<file path="config.mk">
export PLATFORM = sky130hd
export DESIGN_NAME = cpu_control_unit
export DESIGN_NICKNAME = d
export VERILOG_FILES = /design/src/rtl/cpu_ctrl_pkg.sv /design/src/rtl/cpu_ctrl_decode.sv /design/src/rtl/cpu_control_unit.sv
export SDC_FILE = /design/constraint.sdc
export NUM_CORES = 1
export LEC_CHECK = 0
export CORE_MARGIN = 4
export CORE_UTILIZATION = 47
export DETAILED_ROUTE_END_ITERATION = 10
export PLACE_DENSITY_LB_ADDON = 0.05
export SLEW_MARGIN = 20
export SYNTH_ARGS = -nofsm -noshare
export SYNTH_HDL_FRONTEND = slang
export SYNTH_SLANG_ARGS = --single-unit
</file>
<file path="constraint.sdc">
create_clock -name clk -period 2.54 [get_ports clk]
set_input_delay 0.508 -clock clk [delete_from_list [all_inputs] [get_ports clk]]
set_output_delay 0.508 -clock clk [all_outputs]
set_load 0.02 [all_outputs]
</file>
<file path="src/rtl/cpu_ctrl_pkg.sv">
// Shared opcodes, ALU select codes, FSM states and the control-word bundle
// for the multi-cycle CPU control unit.
package cpu_ctrl_pkg;

    localparam logic [3:0] OP_NOP  = 4'h0;
    localparam logic [3:0] OP_INC  = 4'h1;
    localparam logic [3:0] OP_DEC  = 4'h2;
    localparam logic [3:0] OP_LD   = 4'h3;
    localparam logic [3:0] OP_ST   = 4'h4;
    localparam logic [3:0] OP_JMP  = 4'h5;
    localparam logic [3:0] OP_JZ   = 4'h6;
    localparam logic [3:0] OP_JC   = 4'h7;
    localparam logic [3:0] OP_PUSH = 4'h8;
    localparam logic [3:0] OP_POP  = 4'h9;
    localparam logic [3:0] OP_HLT  = 4'hF;

    localparam logic [2:0] FS_ADD  = 3'b000;
    localparam logic [2:0] FS_SUB  = 3'b001;
    localparam logic [2:0] FS_PASS = 3'b010;

    typedef enum logic [2:0] {S_RST, FETCH, DECODE, EXEC, HALT, PAUSE} state_t;

    typedef struct packed {
        logic       lmar, lir, lbuff, lpc, lsp, lreg, lmdr, lalu;
        logic       tpc, tmdr, t1, tbuff, tsp, treg, tlabel;
        logic       wr, rd;
        logic [2:0] fsel;
        logic       halted, illegal, instr_done;
    } ctrl_t;

    // A memory microstep is one that holds rd or wr across the wait count.
    function automatic logic is_mem(input ctrl_t c);
        return c.rd | c.wr;
    endfunction

endpackage

</file>
<file path="src/rtl/cpu_ctrl_decode.sv">
// Combinational microcode: (state, step, opcode, latched flags, wait status)
// to the full datapath control word.
module cpu_ctrl_decode
    import cpu_ctrl_pkg::*;
#(
    parameter int STEP_W = 3
) (
    input  state_t            state,
    input  logic [STEP_W-1:0] step,
    input  logic [3:0]        opcode,
    input  logic              flag_z,
    input  logic              flag_c,
    input  logic              wait_done,
    output ctrl_t             cw
);

    logic last;

    always_comb begin
        cw   = '0;
        last = 1'b0;
        case (state)
            FETCH: begin
                case (int'(step))
                    0: begin cw.tpc = 1'b1; cw.fsel = FS_PASS; cw.lalu = 1'b1; cw.lmar = 1'b1; end
                    1: cw.rd = 1'b1;
                    2: begin cw.tmdr = 1'b1; cw.fsel = FS_PASS; cw.lalu = 1'b1; cw.lir = 1'b1; end
                    3: begin cw.tpc = 1'b1; cw.lbuff = 1'b1; end
                    4: begin cw.t1 = 1'b1; cw.tbuff = 1'b1; cw.fsel = FS_ADD; cw.lalu = 1'b1; cw.lpc = 1'b1; end
                    default: ;
                endcase
            end
            EXEC: begin
                case (opcode)
                    OP_NOP: last = 1'b1;
                    OP_INC: begin
                        case (int'(step))
                            0: begin cw.treg = 1'b1; cw.lbuff = 1'b1; end
                            1: begin
                                cw.t1 = 1'b1; cw.tbuff = 1'b1; cw.fsel = FS_ADD;
                                cw.lalu = 1'b1; cw.lreg = 1'b1; last = 1'b1;
                            end
                            default: ;
                        endcase
                    end
                    OP_DEC: begin
                        case (int'(step))
                            0: begin cw.t1 = 1'b1; cw.lbuff = 1'b1; end
                            1: begin
                                cw.treg = 1'b1; cw.tbuff = 1'b1; cw.fsel = FS_SUB;
                                cw.lalu = 1'b1; cw.lreg = 1'b1; last = 1'b1;
                            end
                            default: ;
                        endcase
                    end
                    OP_LD: begin
                        case (int'(step))
                            0: begin cw.tlabel = 1'b1; cw.fsel = FS_PASS; cw.lalu = 1'b1; cw.lmar = 1'b1; end
                            1: cw.rd = 1'b1;
                            2: begin
                                cw.tmdr = 1'b1; cw.fsel = FS_PASS; cw.lalu = 1'b1;
                                cw.lreg = 1'b1; last = 1'b1;
                            end
                            default: ;
                        endcase
                    end
                    OP_ST: begin
                        case (int'(step))
                            0: begin cw.tlabel = 1'b1; cw.fsel = FS_PASS; cw.lalu = 1'b1; cw.lmar = 1'b1; end
                            1: begin cw.treg = 1'b1; cw.fsel = FS_PASS; cw.lalu = 1'b1; cw.lmdr = 1'b1; end
                            2: begin cw.wr = 1'b1; last = 1'b1; end
                            default: ;
                        endcase
                    end
                    OP_JMP, OP_JZ, OP_JC: begin
                        last = 1'b1;
                        // Conditional jumps test the flags latched by the last INC/DEC.
                        if (opcode == OP_JMP || (opcode == OP_JZ && flag_z) ||
                            (opcode == OP_JC && flag_c)) begin
                            cw.tlabel = 1'b1; cw.fsel = FS_PASS; cw.lalu = 1'b1; cw.lpc = 1'b1;
                        end
                    end
                    OP_PUSH: begin
                        case (int'(step))
                            0: begin cw.t1 = 1'b1; cw.lbuff = 1'b1; end
                            1: begin
                                cw.tsp = 1'b1; cw.tbuff = 1'b1; cw.fsel = FS_SUB;
                                cw.lalu = 1'b1; cw.lsp = 1'b1; cw.lmar = 1'b1;
                            end
                            2: begin cw.treg = 1'b1; cw.fsel = FS_PASS; cw.lalu = 1'b1; cw.lmdr = 1'b1; end
                            3: begin cw.wr = 1'b1; last = 1'b1; end
                            default: ;
                        endcase
                    end
                    OP_POP: begin
                        case (int'(step))
                            0: begin cw.tsp = 1'b1; cw.fsel = FS_PASS; cw.lalu = 1'b1; cw.lmar = 1'b1; end
                            1: cw.rd = 1'b1;
                            2: begin cw.tmdr = 1'b1; cw.fsel = FS_PASS; cw.lalu = 1'b1; cw.lreg = 1'b1; end
                            3: begin cw.tsp = 1'b1; cw.lbuff = 1'b1; end
                            4: begin
                                cw.t1 = 1'b1; cw.tbuff = 1'b1; cw.fsel = FS_ADD;
                                cw.lalu = 1'b1; cw.lsp = 1'b1; last = 1'b1;
                            end
                            default: ;
                        endcase
                    end
                    OP_HLT: ;
                    default: begin cw.illegal = 1'b1; last = 1'b1; end
                endcase
            end
            HALT: cw.halted = 1'b1;
            default: ;
        endcase
        // A final memory step signals completion only on its last wait cycle.
        cw.instr_done = last && (!is_mem(cw) || wait_done);
    end

endmodule

</file>
<file path="src/rtl/cpu_control_unit.sv">
// Hardwired multi-cycle CPU control FSM: fetch, decode, per-opcode execute, halt.
// Define SINGLE_STEP_EN to add step_req and a PAUSE state after every instruction.
module cpu_control_unit
    import cpu_ctrl_pkg::*;
#(
    parameter int MEM_WAIT = 1,
    parameter int STEP_W   = 3
) (
    input  logic        clk,
    input  logic        rst,
`ifdef SINGLE_STEP_EN
    input  logic        step_req,
`endif
    input  logic [15:0] IR1,
    input  logic        C,
    input  logic        V,
    input  logic        S,
    input  logic        Z,
    output logic        Lmar,
    output logic        Lir,
    output logic        Lbuff,
    output logic        Lpc,
    output logic        Lsp,
    output logic        Lreg,
    output logic        Lmdr,
    output logic        Lalu,
    output logic        Tpc,
    output logic        Tmdr,
    output logic        T1,
    output logic        Tbuff,
    output logic        Tsp,
    output logic        Treg,
    output logic        Tlabel,
    output logic        wr,
    output logic        rd,
    output logic [2:0]  fsel,
    output logic        halted,
    output logic        illegal,
    output logic        instr_done
);

    localparam logic [2:0] WAIT_INIT = 3'(MEM_WAIT - 1);

    state_t            state;
    logic [STEP_W-1:0] step;
    logic [2:0]        wait_cnt;
    logic [3:0]        flags;     // {C,V,S,Z}
    logic [3:0]        opcode;
    logic              hold;
    ctrl_t             cw;

    assign opcode = IR1[15:12];

    cpu_ctrl_decode #(.STEP_W(STEP_W)) u_decode (
        .state     (state),
        .step      (step),
        .opcode    (opcode),
        .flag_z    (flags[0]),
        .flag_c    (flags[3]),
        .wait_done (wait_cnt == 3'd0),
        .cw        (cw)
    );

    // Stay on a memory step until the wait counter reaches zero.
    assign hold = is_mem(cw) && (wait_cnt != 3'd0);

    always_ff @(posedge clk or negedge rst) begin
        if (!rst) begin
            state    <= S_RST;
            step     <= '0;
            wait_cnt <= WAIT_INIT;
            flags    <= '0;
        end else if (hold) begin
            wait_cnt <= wait_cnt - 3'd1;
        end else begin
            wait_cnt <= WAIT_INIT;
            case (state)
                S_RST: begin
                    state <= FETCH;
                    step  <= '0;
                end
                FETCH: begin
                    if (step == STEP_W'(4)) begin
                        state <= DECODE;
                        step  <= '0;
                    end else begin
                        step <= step + STEP_W'(1);
                    end
                end
                DECODE: begin
                    state <= EXEC;
                    step  <= '0;
                end
                EXEC: begin
                    if ((opcode == OP_INC || opcode == OP_DEC) && step == STEP_W'(1))
                        flags <= {C, V, S, Z};
                    if (opcode == OP_HLT) begin
                        state <= HALT;
                    end else if (cw.instr_done) begin
`ifdef SINGLE_STEP_EN
                        state <= PAUSE;
`else
                        state <= FETCH;
`endif
                        step  <= '0;
                    end else begin
                        step <= step + STEP_W'(1);
                    end
                end
                HALT: ;
`ifdef SINGLE_STEP_EN
                PAUSE: if (step_req) state <= FETCH;
`endif
                default: state <= S_RST;
            endcase
        end
    end

    assign Lmar       = cw.lmar;
    assign Lir        = cw.lir;
    assign Lbuff      = cw.lbuff;
    assign Lpc        = cw.lpc;
    assign Lsp        = cw.lsp;
    assign Lreg       = cw.lreg;
    assign Lmdr       = cw.lmdr;
    assign Lalu       = cw.lalu;
    assign Tpc        = cw.tpc;
    assign Tmdr       = cw.tmdr;
    assign T1         = cw.t1;
    assign Tbuff      = cw.tbuff;
    assign Tsp        = cw.tsp;
    assign Treg       = cw.treg;
    assign Tlabel     = cw.tlabel;
    assign wr         = cw.wr;
    assign rd         = cw.rd;
    assign fsel       = cw.fsel;
    assign halted     = cw.halted;
    assign illegal    = cw.illegal;
    assign instr_done = cw.instr_done;

    // Label/register fields and V/S are consumed by the datapath, not here.
    logic unused;
    assign unused = ^{IR1[11:0], flags[2:1]};

endmodule

</file>
; Word-level counts from Yosys, hierarchy flattened
; Index checks and enable logic that the tools add are counted.
[totals]
ff_bits = 13
in_bits = 22
wordCells = 119
[classes]
n_addsub = 2
eq_ne = 21
muxes = 56
bitwise = 3
n_reduce_logical = 33
[ops]
columns = operator, count
row1 = 3-bit one-hot mux with 5 select lines, 2
row2 = 3-bit two-way mux, 8
row3 = 1-bit two-way mux, 21
row4 = 1-bit one-hot mux with 2 select lines, 10
row5 = 2-bit OR reduction, 9
row6 = "4-bit by 3-bit == test with 1-bit output, second input constant", 4
row7 = "3-bit by 2-bit == test with 1-bit output, second input constant", 4
row8 = "4-bit == test, second input constant", 3
row9 = 3-bit OR reduction, 4
row10 = 11-bit OR reduction, 1
row11 = 2-bit two-way mux, 5
row12 = 3-bit logical NOT, 3
row13 = 3-bit one-hot mux with 3 select lines, 1
row14 = "4-bit by 2-bit == test with 1-bit output, second input constant", 2
row15 = 2-bit one-hot mux with 2 select lines, 2
row16 = 2-bit one-hot mux with 4 select lines, 1
row17 = 4-bit one-hot mux with 2 select lines, 1
row18 = "3-bit by 1-bit == test with 1-bit output, second input constant", 2
row19 = "3-bit == test, second input constant", 2
row20 = 1-bit one-hot mux with 6 select lines, 1
row21 = 3-bit one-hot mux with 2 select lines, 1
row22 = 3-bit AND reduction, 2
row23 = 3-bit nonzero test, 2
row24 = 1-bit logical AND, 5
row25 = 14 further kinds, 19

; Longest topological paths before layout
[logic_depth]
word_depth = 14
ltp_mapped = 8

; Hierarchy
; Synthesis repeated with hierarchy kept, for this count alone.
[unflattened]
hier_cells = 199
hier_area_um2 = 1473.9
[modules_own_cells]
columns = mod, n_inst, cells_per_inst, area_per_inst_um2, seq_area_each_um2
row1 = cpu_ctrl_decode, 1, 133, 819.5, 0.0
row2 = cpu_control_unit, 1, 66, 654.4, 275.3

; Worst setup path after synthesis
; No wires, ideal clock.
[synth_timing]
path_type = reg-to-output
from = register step[0]
to = output Lmar
t_arrival_ns = 1.981
path_slack_ns = 0.051
stages_incl_launch_ff = 9
path_buffers = 1
cell_sequence = dfrtp_1 > inv_1 > ha_1 > clkbuf_1 > nor2b_1 > mux2i_1 > o21ai_0 > a21oi_1 > o21ai_0
[synth_between]
elab_chain_cells = 4
word_cells_on_any_way = 6
[synth_lines]
columns = element, line
row1 = from (decl), cpu_control_unit.sv:45  ; logic [STEP_W-1:0] step;
row2 = from (signal assigned), cpu_control_unit.sv:87  ; step <= step + STEP_W'(1);
row3 = from (signal assigned), cpu_control_unit.sv:107  ; step <= step + STEP_W'(1);
row4 = 3-bit by 1-bit == test with 1-bit output or 3-bit logical NOT (tied branches), -
row5 = 1-bit two-way mux (on tied branches), -
row6 = 1-bit one-hot mux with 2 select lines, cpu_ctrl_decode.sv:34  ; case (opcode)
row7 = 1-bit one-hot mux with 2 select lines *, cpu_ctrl_decode.sv:22  ; case (state)
row8 = to (decl), cpu_control_unit.sv:19  ; output logic Lmar,
; Mark *: on every way between the ends. The rest lies on a longest branch, timed or not.

; Worst setup path after layout
[layout_timing]
from = register step[0]
to = output Lalu
[layout_between]
elab_chain_cells = 5
word_cells_on_any_way = 15
[layout_lines]
columns = element, line
row1 = 3-bit == test (tied with other cells), "cpu_ctrl_decode.sv:24, cpu_ctrl_decode.sv:96"
row2 = 3-bit OR reduction (no line) or 2-bit OR reduction (tied branches), -
row3 = 1-bit two-way mux (on tied branches), -
row4 = 1-bit one-hot mux with 6 select lines, cpu_ctrl_decode.sv:34
row5 = 1-bit one-hot mux with 2 select lines *, cpu_ctrl_decode.sv:22
row6 = to (decl), cpu_control_unit.sv:26  ; output logic Lalu,
; Marked as above.

==> results.tsv <==
stage	metric	value	unit
finish	seqCellArea	275	µm²
routing	drc	0	
routing	firstDrtPassIters	5	
cts	cts_sinks	11	
synth	yosys.area.top_type	dfrtp_1	
setup_path	cp_max_fo	8	
pwr	leakage	1.16	nW
synth	synth_warnings	0	
setup_path	critPathKind	flip-flop to primary output	
routing	wire_per_inst	17.9	µm
grt	overflow	0	
placement	dp_slack	-729	ps
synth	yosysTopAreaCellShare	18.7	%
setup_path	r2r-start	step[1]$_DFFE_PN0P_	
cts	cts_hold_buf	0	
synth	ys_seq_area_share	18.7	%
grt	antenna_found_initial	0	
status	violations	setup timing	
finish	finish.utilization	80.6	%
sta	tightestPinTransition	503	ps
floorplan	die_w	64	µm
setup_path	cp.required	2030	ps
sta	rsz0062_at_grt	yes	
synth	synth_edf_count	0	
sta	setup_viol	1	
synth	async_flop_share	100	%
floorplan	fp.dieArea	4100	µm²
synth	synth-xor-area-share	3.48	%
pwr	p_clk_share	6.1	%
synth	syn_area_per_cell	7.52	µm²
synth	synthDistinctLibCells	56	
grt	grt_pass1_wl	8910	µm
synth	synth_fa_ha_area_share	5.94	%
setup_path	crit_arrival	2050	ps
flow_run	max_cap_viol_count	0	
grt	grt_max_degree	14	
placement	place.gp.congestion	0.931	
cts	cts_buffers	3	
synth	synth_area	1470	µm²
placement	io_buffers	29	
floorplan	core_region_area	3030	µm²
sta	finalCriticalPeriod	2560	ps
setup_path	startpoint	step[0]$_DFFE_PN0P_	
routing	via_per_inst	5.82	
grt	grt_pass1_vias	1856	
floorplan	die_h	64	µm
routing	drtIter0Drc	113	
sta	fin_skew	4.12	ps
sta	holdWs	455	ps
hold_path	min-delay-start	wait_cnt[0]$_DFF_PN0_	
floorplan	rows	20	
synth	synth_top_family_by_area	simple AND/OR/NAND/NOR gates	
synth	synth_compound_area_share	26.7	%
synth	synth.area.mux_share	2.89	%
pwr	powerDensity	806	nW/µm²
cts	clk_pin_slew_worst_paths	70	ps
pwr	seqPwrFrac	14.3	%
setup_path	startpoint_type	flip-flop	
synth	ys_ff_latch	11	
pwr	p_int	0.00104	W
synth	syn_nets	225	
synth	syn_inst	196	
sta	clock.fmax	391	MHz
sta	relSlewSlack	66.3	%
pwr	vdd_drop_max	0.000612	V
placement	dpl.hpwl	3940	µm
grt	track_usage	27.4	%
placement	placed_cells	307	
sta	hold_viol_final	0	
pwr	switching_power	0.000930	W
finish	drive_above_1_share	47.0	%
sta	fin_crit_sh	101	%
synth	ys.flop_type	dfrtp_1	
cts	clock-root-buffer	clkbuf_4	
sta	slew_viol_final	0	
status	outcome	finished with violations	
floorplan	initial_utilization	48.7	%
sta	final.setup.worst_slack	-17.0	ps
finish	stdcell_count	329	
cts	cts_tree	yes	
finish	insertedDiodeCount	0	
finish	synthToLayoutAreaGrowth	65.5	%
routing	vias	1915	
floorplan	ios	45	
finish	final_net_count	315	
cts	clk_path_buf_depth	2	
synth	synth_area_leaders	dfrtp_1 (19%), ha_1 (5.9%), a21oi_1 (5.1%)	
sta	tns	-17.0	ps
setup_path	cp-end-kind	primary output	
finish	nFillCells	209	
pwr	combPwrFrac	79.6	%
finish	multi_input_area	1230	µm²
hold_path	hold_path.class	flip-flop to flip-flop	
cts	htree_levels	1	
synth	synth-simple-area-share	31.8	%
routing	wl	5890	µm
routing	drtAntennaViolNets	0	
pwr	swShare	47.3	%
cts	insertion_delay	270	ps
==> cell families (layout without fill, tap and decap cells) <==
group | Yosys count | count (layout)
compound gates | 58 | 58
xor+xnor | 5 | 5
fa+ha+maj | 7 | 7
buf+inv | 29 | 118
flops | 11 | 11
mux | 4 | 4
other cells | 1 | 1
simple gates | 81 | 81
==> state kept, by name, indices dropped and copies added (netlist names) <==
signal and cells:
wait_cnt 3, flags 2, state 3, step 3
==> metrics by stage <==
step | power (W) | cell area, µm²
detailed placement | 0.00158 | 2140
CTS | 0.00171 | 2320
floorplan | 0.000952 | 1470
finish | 0.00197 | 2440
global placement | 0.00155 | 2140
global route | 0.00207 | 2440
==> area by class of cell <==
| type | count | area share [%] |
|---|---|---|
| Inverter | 11 | 1.69 |
| Tap cell | 44 | 2.26 |
| Multi-Input combinational cell | 156 | 50.5 |
| Timing Repair Buffer | 103 | 33.2 |
| Clock buffer | 4 | 1.08 |
| Sequential cell | 11 | 11.3 |
==> path summary, 6_finish.rpt <==
check                                        end  slack (ps)  depth (start not counted)
max                                         Lalu         -20                          8
min                        wait_cnt[0]$_DFF_PN0_         460                          1
max reg2reg                wait_cnt[2]$_DFF_PN0_         130                         13
min reg2reg                wait_cnt[0]$_DFF_PN0_         460                          1
max in group asynchronous  wait_cnt[1]$_DFF_PN0_        1630                          1
min in group asynchronous   flags[0]$_DFFE_PN0P_         570                          1
==> critical path, stage by stage, from the launching register on <==
cell	delay [ps]
dfrtp_1	440
inv_2	90
ha_4	210
o21bai_4	170
nor3_1	60
o21a_1	220
a2111oi_4	310
o21ai_1	110
buf_4	160
==> cell usage in the layout, fill, tap and decap left out, types with 4 or more instances in the layout <==
cell	n
a21o_1	4
a21oi_1	13
buf_2	8
buf_4	73
clkbuf_2	6
clkdlybuf4s50_1	5
dfrtp_1	11
dlygate4sd2_1	5
ha_1	5
inv_1	8
nand2_1	15
nand2b_1	6
nand3_1	8
nand3b_1	4
nor2_1	15
nor3_2	5
o21ai_0	8
o21ai_1	4
o31ai_1	6
==> cells in the mapped netlist (5+ instances only) <==
cell	count
a21oi_1	15
buf_2	6
clkbuf_1	6
dfrtp_1	11
ha_1	7
inv_1	11
nand2_1	15
nand2b_1	6
nand3_1	8
nor2_1	15
nor2b_1	5
nor3_1	7
o21ai_0	11
o31ai_1	6
==> power groups by stage <==
stage | clock [W] | combinational (W) | sequential (W)
after CTS | 0.000123 | 0.00131 | 0.000279
after floorplan | 0 | 0.000696 | 0.000256
final | 0.000121 | 0.00156 | 0.000281
after global routing | 0.000138 | 0.00165 | 0.000285
after detailed placement | 0 | 0.00130 | 0.000283
after global placement | 0 | 0.00128 | 0.000276
==> routing by layer <==
metal	up-vias	wire, µm	global-route usage [%]	share of wire, %
met4	0	149	7.55	2.5
met3	20	491	5.62	8.3
li1	883	-	-	-
met1	892	2290	32.9	39
met2	120	2960	48.8	50
met5	-	0	0	0
==> repair_timing <==
action | CTS | global route
endpoints found under the setup margin | 21 | 20
buffers inserted | 9 | 7
pin swaps | 2 | 11
cloned | 2 | 0
gates resized for setup | 90 | 39
Note: power is estimated with default switching activity, not from simulation.
